$ cat src/rtl/wr_ingress_pkg.sv
// Shared types for the write-side ingress controller.
// State encoding for the skid buffer and stall counter width.
package wr_ingress_pkg;

  typedef enum logic [1:0] {
    EMPTY = 2'd0,
    HALF  = 2'd1,
    FULL  = 2'd2
  } state_e;

  localparam int STALL_CNT_W = 16;

endpackage

$ cat src/rtl/wr_ingress_ctrl_gray2bin.sv
// Gray-code to binary converter, purely combinational.
// Each binary bit is the XOR of all Gray bits at or above it.
module gray2bin #(
  parameter int WIDTH = 4
) (
  input  logic [WIDTH-1:0] gray,
  output logic [WIDTH-1:0] bin
);

  always_comb begin
    bin = '0;
    for (int i = 0; i < WIDTH; i++) begin
      bin[i] = ^(gray >> i);
    end
  end

endmodule

$ cat src/rtl/wr_ingress_ctrl.sv
// Write-domain ingress: skid buffer feeding an async FIFO write port,
// plus occupancy estimate, almost-full flag and stall counter.
module wr_ingress_ctrl
  import wr_ingress_pkg::*;
#(
  parameter int DATA_WIDTH   = 8,
  parameter int PTR_WIDTH    = 3,
  parameter int AFULL_THRESH = 6
) (
  input  logic                   wrclk,
  input  logic                   wrst_n,
  input  logic                   in_valid,
  input  logic [DATA_WIDTH-1:0]  in_data,
  output logic                   in_ready,
  input  logic                   fifo_full,
  input  logic [PTR_WIDTH:0]     b_wptr,
  input  logic [PTR_WIDTH:0]     g_rptr_sync,
  output logic                   wr_en,
  output logic [DATA_WIDTH-1:0]  wr_data,
  output logic [PTR_WIDTH:0]     wr_level,
  output logic                   almost_full,
  output logic [STALL_CNT_W-1:0] stall_cnt
);

  localparam logic [PTR_WIDTH:0] AFULL_L =
    (PTR_WIDTH+1)'(AFULL_THRESH);

  state_e                  state_q, state_d;
  logic [DATA_WIDTH-1:0]   main_q, main_d;
  logic [DATA_WIDTH-1:0]   skid_q, skid_d;
  logic                    in_ready_q, in_ready_d;
  logic [PTR_WIDTH:0]      level_q, level_d;
  logic                    afull_q, afull_d;
  logic [STALL_CNT_W-1:0]  stall_q, stall_d;
  logic [PTR_WIDTH:0]      b_rptr;
  logic                    accept;
  logic                    drain;

  gray2bin #(
    .WIDTH (PTR_WIDTH+1)
  ) u_g2b (
    .gray (g_rptr_sync),
    .bin  (b_rptr)
  );

  assign accept = in_valid & in_ready_q;
  assign drain  = wr_en;

  always_ff @(posedge wrclk or negedge wrst_n) begin
    if (!wrst_n) begin
      state_q <= EMPTY;
    end else begin
      state_q <= state_d;
    end
  end

  always_comb begin
    state_d = state_q;
    main_d  = main_q;
    skid_d  = skid_q;
    unique case (state_q)
      EMPTY: begin
        if (accept) begin
          state_d = HALF;
          main_d  = in_data;
        end
      end
      HALF: begin
        unique case (1'b1)
          accept && !drain: begin
            state_d = FULL;
            skid_d  = in_data;
          end
          accept && drain: begin
            main_d = in_data;
          end
          !accept && drain: begin
            state_d = EMPTY;
          end
          default: ;
        endcase
      end
      FULL: begin
        if (drain) begin
          state_d = HALF;
          main_d  = skid_q;
        end
      end
      default: state_d = EMPTY;
    endcase
  end

  // fifo_full only blocks draining; in_ready follows buffer space alone
  always_comb begin
    wr_en      = (state_q != EMPTY) & ~fifo_full;
    in_ready_d = (state_d != FULL);
    level_d    = b_wptr - b_rptr;
    afull_d    = (level_d >= AFULL_L);
    stall_d    = stall_q;
    if ((state_q != EMPTY) && fifo_full && (stall_q != '1)) begin
      stall_d = stall_q + 1'b1;
    end
  end

  always_ff @(posedge wrclk or negedge wrst_n) begin
    if (!wrst_n) begin
      main_q     <= '0;
      skid_q     <= '0;
      in_ready_q <= 1'b0;
      level_q    <= '0;
      afull_q    <= 1'b0;
      stall_q    <= '0;
    end else begin
      main_q     <= main_d;
      skid_q     <= skid_d;
      in_ready_q <= in_ready_d;
      level_q    <= level_d;
      afull_q    <= afull_d;
      stall_q    <= stall_d;
    end
  end

  assign in_ready    = in_ready_q;
  assign wr_data     = main_q;
  assign wr_level    = level_q;
  assign almost_full = afull_q;
  assign stall_cnt   = stall_q;

endmodule

$ cat config.mk
export PLATFORM = sky130hd
export DESIGN_NAME = wr_ingress_ctrl
export DESIGN_NICKNAME = d
export VERILOG_FILES = /design/src/rtl/wr_ingress_pkg.sv /design/src/rtl/wr_ingress_ctrl_gray2bin.sv /design/src/rtl/wr_ingress_ctrl.sv
export SDC_FILE = /design/constraint.sdc
export NUM_CORES = 1
export LEC_CHECK = 0
export CAP_MARGIN = 25
export CORE_MARGIN = 2
export CORE_UTILIZATION = 35
export DETAILED_ROUTE_END_ITERATION = 8
export SYNTH_ARGS = -nofsm -noshare
export SYNTH_HDL_FRONTEND = slang
export SYNTH_HIERARCHICAL = 1
export SYNTH_SLANG_ARGS = --single-unit
$ cat constraint.sdc
create_clock -name wrclk -period 3.6 [get_ports wrclk]
set_input_delay 0.36 -clock wrclk [delete_from_list [all_inputs] [get_ports wrclk]]
set_output_delay 0.36 -clock wrclk [all_outputs]
set_load 0.02 [all_outputs]
Word-level counts from Yosys, hierarchy flattened
Cells that the tools add are included.
Word-level totals
  flip-flop bits (word level): 40
  bits of input ports: 20
  output and inout bits: 31
  word-level logic and storage cells: 44
Cells by class
  add/subtract/negate cells: 2
  $lt $le $gt $ge: 1
  equality and inequality tests: 7
  multiplexer cells: 8
  bitwise logic cells: 3
  reductions and logical operators: 16
Operator list (count)
  $mux W8: 3
  $pmux W8 S3: 1
  $add A16 B1 Y16 const B: 1
  $ne A16 B16 Y1 const B: 1
  $reduce_xor A4 Y1: 4
  $ne A2 B2 Y1 const B: 4
  $pmux W2 S3: 1
  $logic_and A1 B1 Y1: 5
  $ge A4 B3 Y1 const B: 1
  $mux W2: 2
  $pmux W2 S2: 1
  $reduce_and A4 Y1: 1
  $sub A4 B4 Y4: 1
  $reduce_bool A3 Y1: 1
  $and A1 B1 Y1: 2
  $eq A2 B1 Y1 const B: 1
  $eq A2 B2 Y1 const B: 1
  $logic_not A1 Y1: 2
  $logic_not A2 Y1: 1
  $reduce_and A2 Y1: 1
  $reduce_bool A2 Y1: 1
  $not A1 Y1: 1

Depth between registers and ports, before layout
Gate-level depths: netlist of the first run.
  depth in word-level cells: 7
  depth in mapped cells: 8
  depth with buffers taken out: 8

By module
Netlist of the first run, hierarchy kept.
By module, submodules not included
  wr_ingress_ctrl: instances 1, cells an instance 167, area each 1930.6 um^2, sequential area each 1001.0 um^2
  gray2bin: instances 1, cells an instance 5, area each 50.0 um^2, sequential area each 0.0 um^2

Least setup slack after synthesis of the first run
OpenSTA, ideal clock, no wires.
  path kind: flip-flop to flip-flop
  from: reg stall_q[0], in the netlist stall_cnt[0]
  to: reg stall_q[1], in the netlist stall_cnt[1]
  setup time: 128 ps
  data arrival time: 1719 ps
  required time: 3472 ps
  path slack: 1754 ps
  stages on the path, launching flop included: 6
  buffers on the path: 0
  period minus slack after synthesis: 1846 ps
  cells stage by stage: dfrtp_1 > ha_1 > nand4_2 > nor4_4 > nor2_2 > mux2_1
On the way
  word-level cells in the longest chain between the ends: 2
  elaborated cells between the ends (all ways): 3
  classes of those cells: add/sub (1); eq/ne (1); reduce/logical (1)
RTL lines
  start: declaration: RTL line wr_ingress_ctrl.sv:34  | logic [STALL_CNT_W-1:0] stall_q, stall_d;
  start signal: assignment: RTL line wr_ingress_ctrl.sv:119  | stall_q <= stall_d;
  branches (longest 2 deep; another with $add A16 B1 Y16)
Parallel ways; which one is timed is not known.
A chain may end at the register's enable or synchronous reset.

Worst setup path in the final report of the first run
  from: in g_rptr_sync[3]
  to: reg afull_q, in the netlist almost_full
On the way
  word-level cells in the longest chain between the ends: 3
  elaborated cells between the ends (all ways): 6
  classes of those cells: add/sub (1); order compare (1); reduce/logical (4)
RTL lines
  start: declaration: RTL line wr_ingress_ctrl.sv:17  | input logic [PTR_WIDTH:0] g_rptr_sync,
  $reduce_xor A4 Y1: RTL line wr_ingress_ctrl_gray2bin.sv:13  | bin[i] = ^(gray >> i);
  named net b_rptr[2]: RTL line wr_ingress_ctrl.sv:35  | logic [PTR_WIDTH:0] b_rptr;
  $sub A4 B4 Y4: RTL line wr_ingress_ctrl.sv:97  | level_d = b_wptr - b_rptr;
  $ge A4 B3 Y1: RTL line wr_ingress_ctrl.sv:98  | afull_d = (level_d >= AFULL_L);
  named net afull_d: RTL line wr_ingress_ctrl.sv:33  | logic afull_q, afull_d;
  end signal: assignment: RTL line wr_ingress_ctrl.sv:118  | afull_q <= afull_d;
  end: declaration: RTL line wr_ingress_ctrl.sv:33
The timed path passes the listed nets, and every way through them passes these cells.

==> impl_metrics.yaml, run 1 <==
status:
  outcome: "complete, no violations"
sta:
  slew_violations: 0
  skew_ns: 0.00718
  finalSetupViolations: 0
  finalCritPeriodShare: 0.592
  tightest_slew_ns: 0.881
  min_period_ns: 2.13
  slew_headroom: 0.413
  max_freq_ghz: 0.469
  setup_tns_ns: 0
  fin_ws_ns: 1.47
  rsz0062_at_grt: "false"
  finalHoldViolations: 0
  whs_ns: 0.192
floorplan:
  die_width_um: 79.2
  design.die.area_um2: 6280
  die_h_um: 79.2
  initial_core_util: 0.362
  core_um2: 5470
  fp-row-count: 27
  io_pins: 51
worst_hold_path:
  hold_path_class: "in2async"
synthesis:
  ys.flop_type: "dfrtp_1"
  synth_edf_count: 0
  syn_inst: 172
  ys_types: 40
  ys_seq_area_frac: 0.505
  ys_ff_latch: 40
  synth_warnings: 6
  synthArstFlopShare: 1.00
  avgSynthCellArea_um2: 11.5
  syn_area_um2: 1980
  syn_nets: 197
clock_network:
  postCtsResizedCells: 0
  clockBufferDepth: 2
  clk_latency_ns: 0.29
  postCtsSetupBuffers: 0
  numClockSinks: 40
  clockRootBuffer: "clkbuf_8"
  path_clk_slew_ns: 0.07
  cts_tree: "built"
  cts_hold_buf: 0
  numCtsBuffers: 5
  htree_levels: 2
worst_setup_path:
  cp_max_fo: 3
  crit_type: "in2reg"
  r2r_cells: 5
  cp_data_arrival_time_ns: 2.30
  timing.rr.start: "stall_cnt[0]"
  end_kind: "flop"
  start_kind: "input port"
  r2r_slack_ns: 1.74
  required_ns: 3.77
  r2r-end: "stall_cnt[1]"
finish:
  antenna_cells: 0
  drive_gt1_frac: 0.130
  area_growth_pct: 31.9
  final_common_cell: "clkdlybuf4s50_1"
  post-route-util: 0.477
  layout_common_cells: "clkdlybuf4s50_1 (49), dfrtp_1 (40), nor2_1 (12), xor2_1 (11)"
  nets: 248
route:
  viasPerCell: 4.67
  drc_errors: 0
  drtIter0Drc: 73
  ant_nets: 0
  wirelength_um: 3710
  vias: 1379
  drt_pre_antenna_iters: 4
  drt-wirelength-per-cell_um: 12.6
pwr:
  power.density_nw_per_um2: 621
  leakage_nw: 1.19
  power_w: 0.00162
  ir_worst_vdd_uv: 194
placed_design:
  hpwlAfterDp_um: 2690
  pre_cts_slack_ns: 1.15
  place.gp.congestion: 0.714
  port-buffer-count: 50
global_routing:
  grt_pass1_vias: 1308
  track_usage: 0.129
  grt_start_max_net_pins: 41
  grt_antenna_before_repair: 0
  grt_pass1_wl_um: 6230
  overflow: 0
run:
  maxCapViolCount: 0
worst max-delay path by stage:
stage / startpoint / slack, ns / cells past startpoint / endpoint
after floorplan: stall_cnt[0] / 1.75 / 5 / stall_cnt[1]
after global placement: g_rptr_sync[3] / 1.24 / 9 / almost_full
after detailed placement: g_rptr_sync[3] / 1.15 / 9 / almost_full
after CTS: g_rptr_sync[3] / 1.47 / 9 / almost_full
after global routing: g_rptr_sync[3] / 1.30 / 9 / almost_full
final: g_rptr_sync[3] / 1.47 / 9 / almost_full
worst max-delay path, stage by stage:
cell	delay, ns
clkdlybuf4s50_1	0.54
xor2_2	0.21
xor2_1	0.26
inv_1	0.07
ha_1	0.26
nor2b_1	0.12
o21ai_0	0.18
and3_1	0.21
o21ai_0	0.07
layout make-up:
class                   count  area, um^2
well taps                  72        90.1
inverters                   9        33.8
flip-flops and latches     40        1000
clock buffers               6        72.6
multi-input cells         117         915
fillers                   519        2860
clock inverters             1        5.00
repair buffers             50         495
cell usage after synthesis, types with 2 or more instances:
cell | instances | area, um^2
a21oi_1 | 10 | 50.1
and3_1 | 2 | 12.5
buf_2 | 3 | 15.0
dfrtp_1 | 40 | 1000
ha_1 | 4 | 50.1
inv_1 | 9 | 33.8
mux2_1 | 2 | 22.5
mux2_2 | 10 | 113
mux2i_1 | 8 | 80.1
nand2_1 | 8 | 30.0
nand3_1 | 7 | 35.0
nand4_1 | 2 | 12.5
nand4_2 | 2 | 25.0
nor2_1 | 12 | 45.0
nor2_2 | 2 | 12.5
nor3_1 | 5 | 25.0
nor3_2 | 2 | 20.0
nor3b_1 | 2 | 15.0
nor4_1 | 3 | 18.8
o21ai_0 | 3 | 15.0
xnor2_1 | 7 | 61.3
xor2_1 | 11 | 96.3
registers in the layout, summed over array words and instances (netlist names):
register,count
wr_data,8
state_q,2
wr_level,4
almost_full,1
in_ready,1
skid_q,8
stall_cnt,16
metrics by stage:
step | cell area (um^2) | std cells
finish | 2610 | 295
global route | 2610 | 295
CTS | 2610 | 295
detailed placement | 2530 | 288
global placement | 2530 | 288
floorplan | 1980 | 172
cell families (layout without fill, tap and decap cells):
family,count (synthesis),in the layout,synth area share
compound gates,17,17,0.0543
xor+xnor,19,19,0.0878
fa+ha+maj,5,5,0.0354
buf+inv,15,66,0.0328
flops,40,40,0.505
mux,20,20,0.109
simple gates,56,56,0.176
routing by layer:
| layer | vias up | routed length, um | GRT usage |
|---|---|---|---|
| met2 | 29 | 1740 | 0.193 |
| met1 | 655 | 1730 | 0.172 |
| met5 | - | 0 | 0 |
| met3 | 2 | 207 | 0.0409 |
| li1 | 693 | - | - |
| met4 | 0 | 34 | 0.0517 |
report_power, final:
group	switching (W)	leakage, nW	internal, W
combinational	0.000308	0.665	0.000319
clock	0.000146	0.0410	0.000132
sequential	0.000121	0.483	0.000596
No activity file was read; power rests on OpenSTA's default activity.
==> run 2, diff against run 1 <==
==> constraint.sdc (replaced) <==
create_clock -name wrclk -period 1.9 [get_ports wrclk]
set_input_delay 0.19 -clock wrclk [delete_from_list [all_inputs] [get_ports wrclk]]
set_output_delay 0.19 -clock wrclk [all_outputs]
set_load 0.02 [all_outputs]
==> run 2 against run 1 <==
Against the previous run: first-iteration DRC count increased by 22%; register-to-register slack got worse by 1.6 ns; sequential power increased by 87%; clock power increased to 2.7 times the previous value; total power increased by 110%; utilization increased by 3.5 points; hold slack improved by 0.29 ns; design area increased by 7.2%; setup slack got worse by 1.3 ns; sequential share of layout area decreased by 2.6 points; count of clock-buffer cells in the layout increased by 1.
==> impl_metrics.yaml, run 2 (synthesized netlist as in run 1, its figures left out) <==
status:
  outcome: "complete, no violations"
finish:
  final_common_cell: "clkdlybuf4s50_1"
  n_fill_cell: 523
  nets: 263
  antenna_cells: 0
  largest_reg_flops: 16
  drive_gt1_frac: 0.197
  final_cells: 311
  fin_area_um2: 2800
  area_growth_pct: 41.4
  layout_common_cells: "clkdlybuf4s50_1 (48), dfrtp_1 (40), buf_4 (13), nor2_1 (12), xor2_1 (11)"
global_routing:
  grt_pass1_wl_um: 6400
  grt_start_max_net_pins: 41
  gr-max-usage-layer: "met2"
  grt_pass1_vias: 1359
  use_met3: 0.0443
  track_usage: 0.133
  grt_util_met1: 0.174
  grt_antenna_before_repair: 0
  overflow: 0
  globalRouteMet2Util: 0.198
placed_design:
  hpwlAfterDp_um: 2810
  place.gp.congestion: 0.736
  placed_area_um2: 2650
  dp.cells: 301
  port-buffer-count: 50
route:
  wirelength_um: 3860
  drtIter0Drc: 89
  drt_pre_antenna_iters: 4
  drc_errors: 0
  drt-wirelength-per-cell_um: 12.4
  ant_nets: 0
  viasPerCell: 4.60
  vias: 1430
worst_setup_path:
  cpLargestDelayFamily: "adder cells"
  cp_slowest_stage_delay_ns: 0.52
  crit_buf_inv: 3
  crit_chain: "clkdlybuf4s50_1 -> xor2_2 -> buf_4 -> xnor2_1 -> ha_1 -> fa_2 -> inv_1 -> nand2_1 -> o21ai_0"
  start_kind: "input port"
  crit_type: "in2reg"
  cp_max_fo: 2
  cpMaxStageDelayCell: "fa_2"
  cp_data_arrival_time_ns: 1.94
  end_kind: "flop"
  required_ns: 2.07
sta:
  rsz0062_at_grt: "false"
  slew_violations: 0
  min_period_ns: 1.77
  finalCritPeriodShare: 0.932
  skew_ns: 0.00247
  finalSetupViolations: 0
  slew_headroom: 0.659
  max_freq_ghz: 0.565
  tightest_slew_ns: 0.511
  finalHoldViolations: 0
clock_network:
  numCtsBuffers: 5
  clockBufferDepth: 2
  path_clk_slew_ns: 0.08
  htree_levels: 2
  cts_tree: "built"
  clockRootBuffer: "clkbuf_8"
  clk_latency_ns: 0.29
  numClockSinks: 40
floorplan:
  io_pins: 51
  core_um2: 5470
  design.die.area_um2: 6280
  fp-row-count: 27
  die_h_um: 79.2
  initial_core_util: 0.362
  die_width_um: 79.2
pwr:
  leakage_nw: 1.30
  ir_worst_vdd_uv: 428
  power.density_nw_per_um2: 1210
run:
  maxCapViolCount: 0
worst_hold_path:
  hold_path_class: "in2async"
-- run 2: area by class of cell --
cell class / instances / area, um^2 / area share
clock buffer: 7 / 96.3 / 0.0344
clock inverter: 1 / 30.0 / 0.0107
inverter: 9 / 33.8 / 0.0121
multi-input combinational: 117 / 925 / 0.330
sequential: 40 / 1000 / 0.357
tap: 72 / 90.1 / 0.0322
timing repair buffer: 65 / 626 / 0.223
-- run 2: layer usage --
layer / vias to the layer above / share of wire
met5: - / 0
met4: 0 / 0.011
met3: 2 / 0.059
met2: 33 / 0.46
met1: 672 / 0.46
li1: 723 / -
-- run 2: through the flow --
stage	worst slack, ns	utilization	TNS (ns)	power [W]	hold slack, ns
after floorplan	0.0537	-	0	0.00204	-0.106
after global placement	-0.189	0.483	-0.427	0.00263	0.287
after detailed placement	-0.265	0.483	-0.645	0.00265	0.285
after CTS	0.0679	0.508	0	0.00342	0.499
after global routing	0.00925	0.512	0	0.00360	0.531
final	0.129	0.512	0	0.00339	0.487
-- run 2: power breakdown --
part	internal, W	total (W)	switching (W)
logic	0.000669	0.00129	0.000623
registers	0.00113	0.00134	0.000214
clock network	0.000463	0.000751	0.000287
-- run 2: worst paths after layout --
check,slack (ns),depth (start not counted),from,to
max reg2reg,0.19,6,stall_cnt[0],stall_cnt[5]
min in group wrclk,0.50,5,g_rptr_sync[3],wr_level[3]
max in group asynchronous,1.06,3,wrst_n,stall_cnt[9]
min reg2reg,0.51,1,skid_q[7],skid_q[7]
min,0.49,3,wrst_n,wr_data[0]
max,0.13,9,g_rptr_sync[2],almost_full
-- run 2: tightest hold or removal path, cell delays in order --
cell and delay [ns]:
dlygate4sd3_1 0.52, buf_2 0.09, buf_4 0.43
-- run 2: what timing repair did --
| action | in CTS | in global routing |
|---|---|---|
| hold endpoints to repair | 40 | 0 |
| buffers inserted | 0 | 1 |
| gates resized for setup | 0 | 4 |
| setup endpoints to repair | 0 | 2 |
| hold buffers | 1 | 0 |
==> run 3, diff against run 2 <==
--- a/config.mk
+++ b/config.mk
@@ -6,9 +6,12 @@
 export NUM_CORES = 1
 export LEC_CHECK = 0
 export CAP_MARGIN = 25
+export CELL_PAD_IN_SITES_DETAIL_PLACEMENT = 0
+export CELL_PAD_IN_SITES_GLOBAL_PLACEMENT = 1
 export CORE_MARGIN = 2
-export CORE_UTILIZATION = 35
+export CORE_UTILIZATION = 34
 export DETAILED_ROUTE_END_ITERATION = 8
+export PLACE_DENSITY = 0.85
 export SYNTH_ARGS = -nofsm -noshare
 export SYNTH_HDL_FRONTEND = slang
 export SYNTH_HIERARCHICAL = 1
==> run 3 against run 2 <==
Against the previous run: routed wire length is 3.5% lower; hold slack lost 0.021 ns; combinational power is essentially flat; utilization down 2.0 points; cell count unchanged.
==> impl_metrics.yaml, run 3 (synthesized netlist as in run 1, its figures left out) <==
status:
  outcome: "complete, no violations"
route:
  wirelength_um: 3720
  drt_pre_antenna_iters: 4
  vias: 1477
  dr_wl_met3_um: 230
  route.met2.wl_um: 1750
  routed.top_layer: "met4"
  drtIter0Drc: 75
  wl_met1_um: 1670
  viasPerCell: 4.75
  drc_errors: 0
  drt-wirelength-per-cell_um: 12.0
  ant_nets: 0
finish:
  nets: 263
  antenna_cells: 0
  largest_reg_flops: 16
  final_cells: 311
  layout_common_cells: "clkdlybuf4s50_1 (47), dfrtp_1 (40), buf_4 (14), nor2_1 (12), xor2_1 (11)"
  drive_gt1_frac: 0.188
  area_growth_pct: 38.5
  final_common_cell: "clkdlybuf4s50_1"
worst_setup_path:
  crit_buf_inv: 1
  crit_chain: "nor2_1 -> nor2_1 -> clkdlybuf4s50_1"
  start_kind: "flop"
  crit_type: "reg2out"
  cpMaxStageDelayCell: "clkdlybuf4s50_1"
  required_ns: 1.71
  end_kind: "output pin"
  cp_slowest_stage_delay_ns: 0.60
  cpLargestDelayFamily: "buffers and inverters"
  cpMostUsedCell: "nor2_1"
  cp_max_fo: 7
  cp_data_arrival_time_ns: 1.56
placed_design:
  port-buffer-count: 50
  hpwlAfterDp_um: 2790
  dp.cells: 302
  place.gp.congestion: 0.738
floorplan:
  design.die.area_um2: 6450
  die_width_um: 80.3
  io_pins: 51
  core_um2: 5570
  die_h_um: 80.3
  fp-row-count: 27
  initial_core_util: 0.355
clock_network:
  clockBufferDepth: 2
  path_clk_slew_ns: 0.08
  numCtsBuffers: 5
  postCtsSetupBuffers: 0
  cts_tree: "built"
  clk_latency_ns: 0.29
  clockRootBuffer: "clkbuf_8"
  htree_levels: 2
  numClockSinks: 40
sta:
  min_period_ns: 1.75
  rsz0062_at_grt: "false"
  slew_violations: 0
  setup_tns_ns: 0
  skew_ns: 0.00879
  finalCritPeriodShare: 0.921
  finalSetupViolations: 0
  slew_headroom: 0.642
  finalHoldViolations: 0
  max_freq_ghz: 0.571
  tightest_slew_ns: 0.537
global_routing:
  track_usage: 0.127
  grt_pass1_vias: 1384
  grt_pass1_wl_um: 6330
  grt_start_max_net_pins: 41
  overflow: 0
  grt_antenna_before_repair: 0
run:
  maxCapViolCount: 0
pwr:
  power.density_nw_per_um2: 1150
  leakage_nw: 1.29
  ir_worst_vdd_uv: 577
worst_hold_path:
  hold_path_class: "in2reg"
## run 3: what timing repair did
item	CTS	global route
setup endpoints to repair	0	2
hold endpoints to repair	40	0
hold buffers	1	0
resized for setup	0	3
## run 3: layout make-up
| class | count | area [um^2] |
|---|---|---|
| Clock inverter | 3 | 18.8 |
| Timing Repair Buffer | 65 | 616 |
| Sequential cell | 40 | 1000 |
| Tap cell | 72 | 90.1 |
| Multi-Input combinational cell | 117 | 915 |
| Clock buffer | 5 | 68.8 |
| Fill cell | 530 | 2830 |
| Inverter | 9 | 33.8 |
## run 3: per-stage QoR
| stage | power (W) | area (um^2) | setup WS, ns | hold slack (ns) | util |
|---|---|---|---|---|---|
| 2_1_floorplan | 0.00204 | 1980 | 0.0537 | -0.106 | - |
| 3_3_place_gp | 0.00263 | 2640 | -0.183 | 0.290 | 0.474 |
| 3_5_place_dp | 0.00265 | 2640 | -0.277 | 0.285 | 0.474 |
| 4_1_cts | 0.00321 | 2740 | 0.0449 | 0.502 | 0.491 |
| 5_1_grt | 0.00339 | 2740 | 0.0601 | 0.524 | 0.492 |
| 6_report | 0.00316 | 2740 | 0.150 | 0.466 | 0.492 |
## run 3: path summary, 6_finish.rpt
kind	cells past startpoint	slack (ns)	end	start
max	3	0.15	wr_en	state_q[1]
min	5	0.47	wr_level[3]	g_rptr_sync[3]
max reg2reg	5	0.19	stall_cnt[13]	stall_cnt[5]
min reg2reg	1	0.51	skid_q[2]	skid_q[2]
max in group asynchronous	3	1.06	skid_q[3]	wrst_n
min in group asynchronous	3	0.48	stall_cnt[12]	wrst_n
## run 3: layer usage
layer,vias up,GRT usage
li1,725,-
met1,710,0.166
met2,37,0.198
met3,5,0.0393
met4,0,0.0458
met5,-,0
## run 3: where the power goes
part | switching (W) | total [W] | internal [W]
sequential | 0.000200 | 0.00133 | 0.00113
clock | 0.000297 | 0.000553 | 0.000256
combinational | 0.000617 | 0.00128 | 0.000666
## run 3: worst reg2reg max path, delay by kind of cell, from the launching register on
kind | cells | cell delay [ns]
buf+inv | 1 | 0.17
simple gates | 3 | 0.87
flops | 1 | 0.48
compound gates | 1 | 0.09
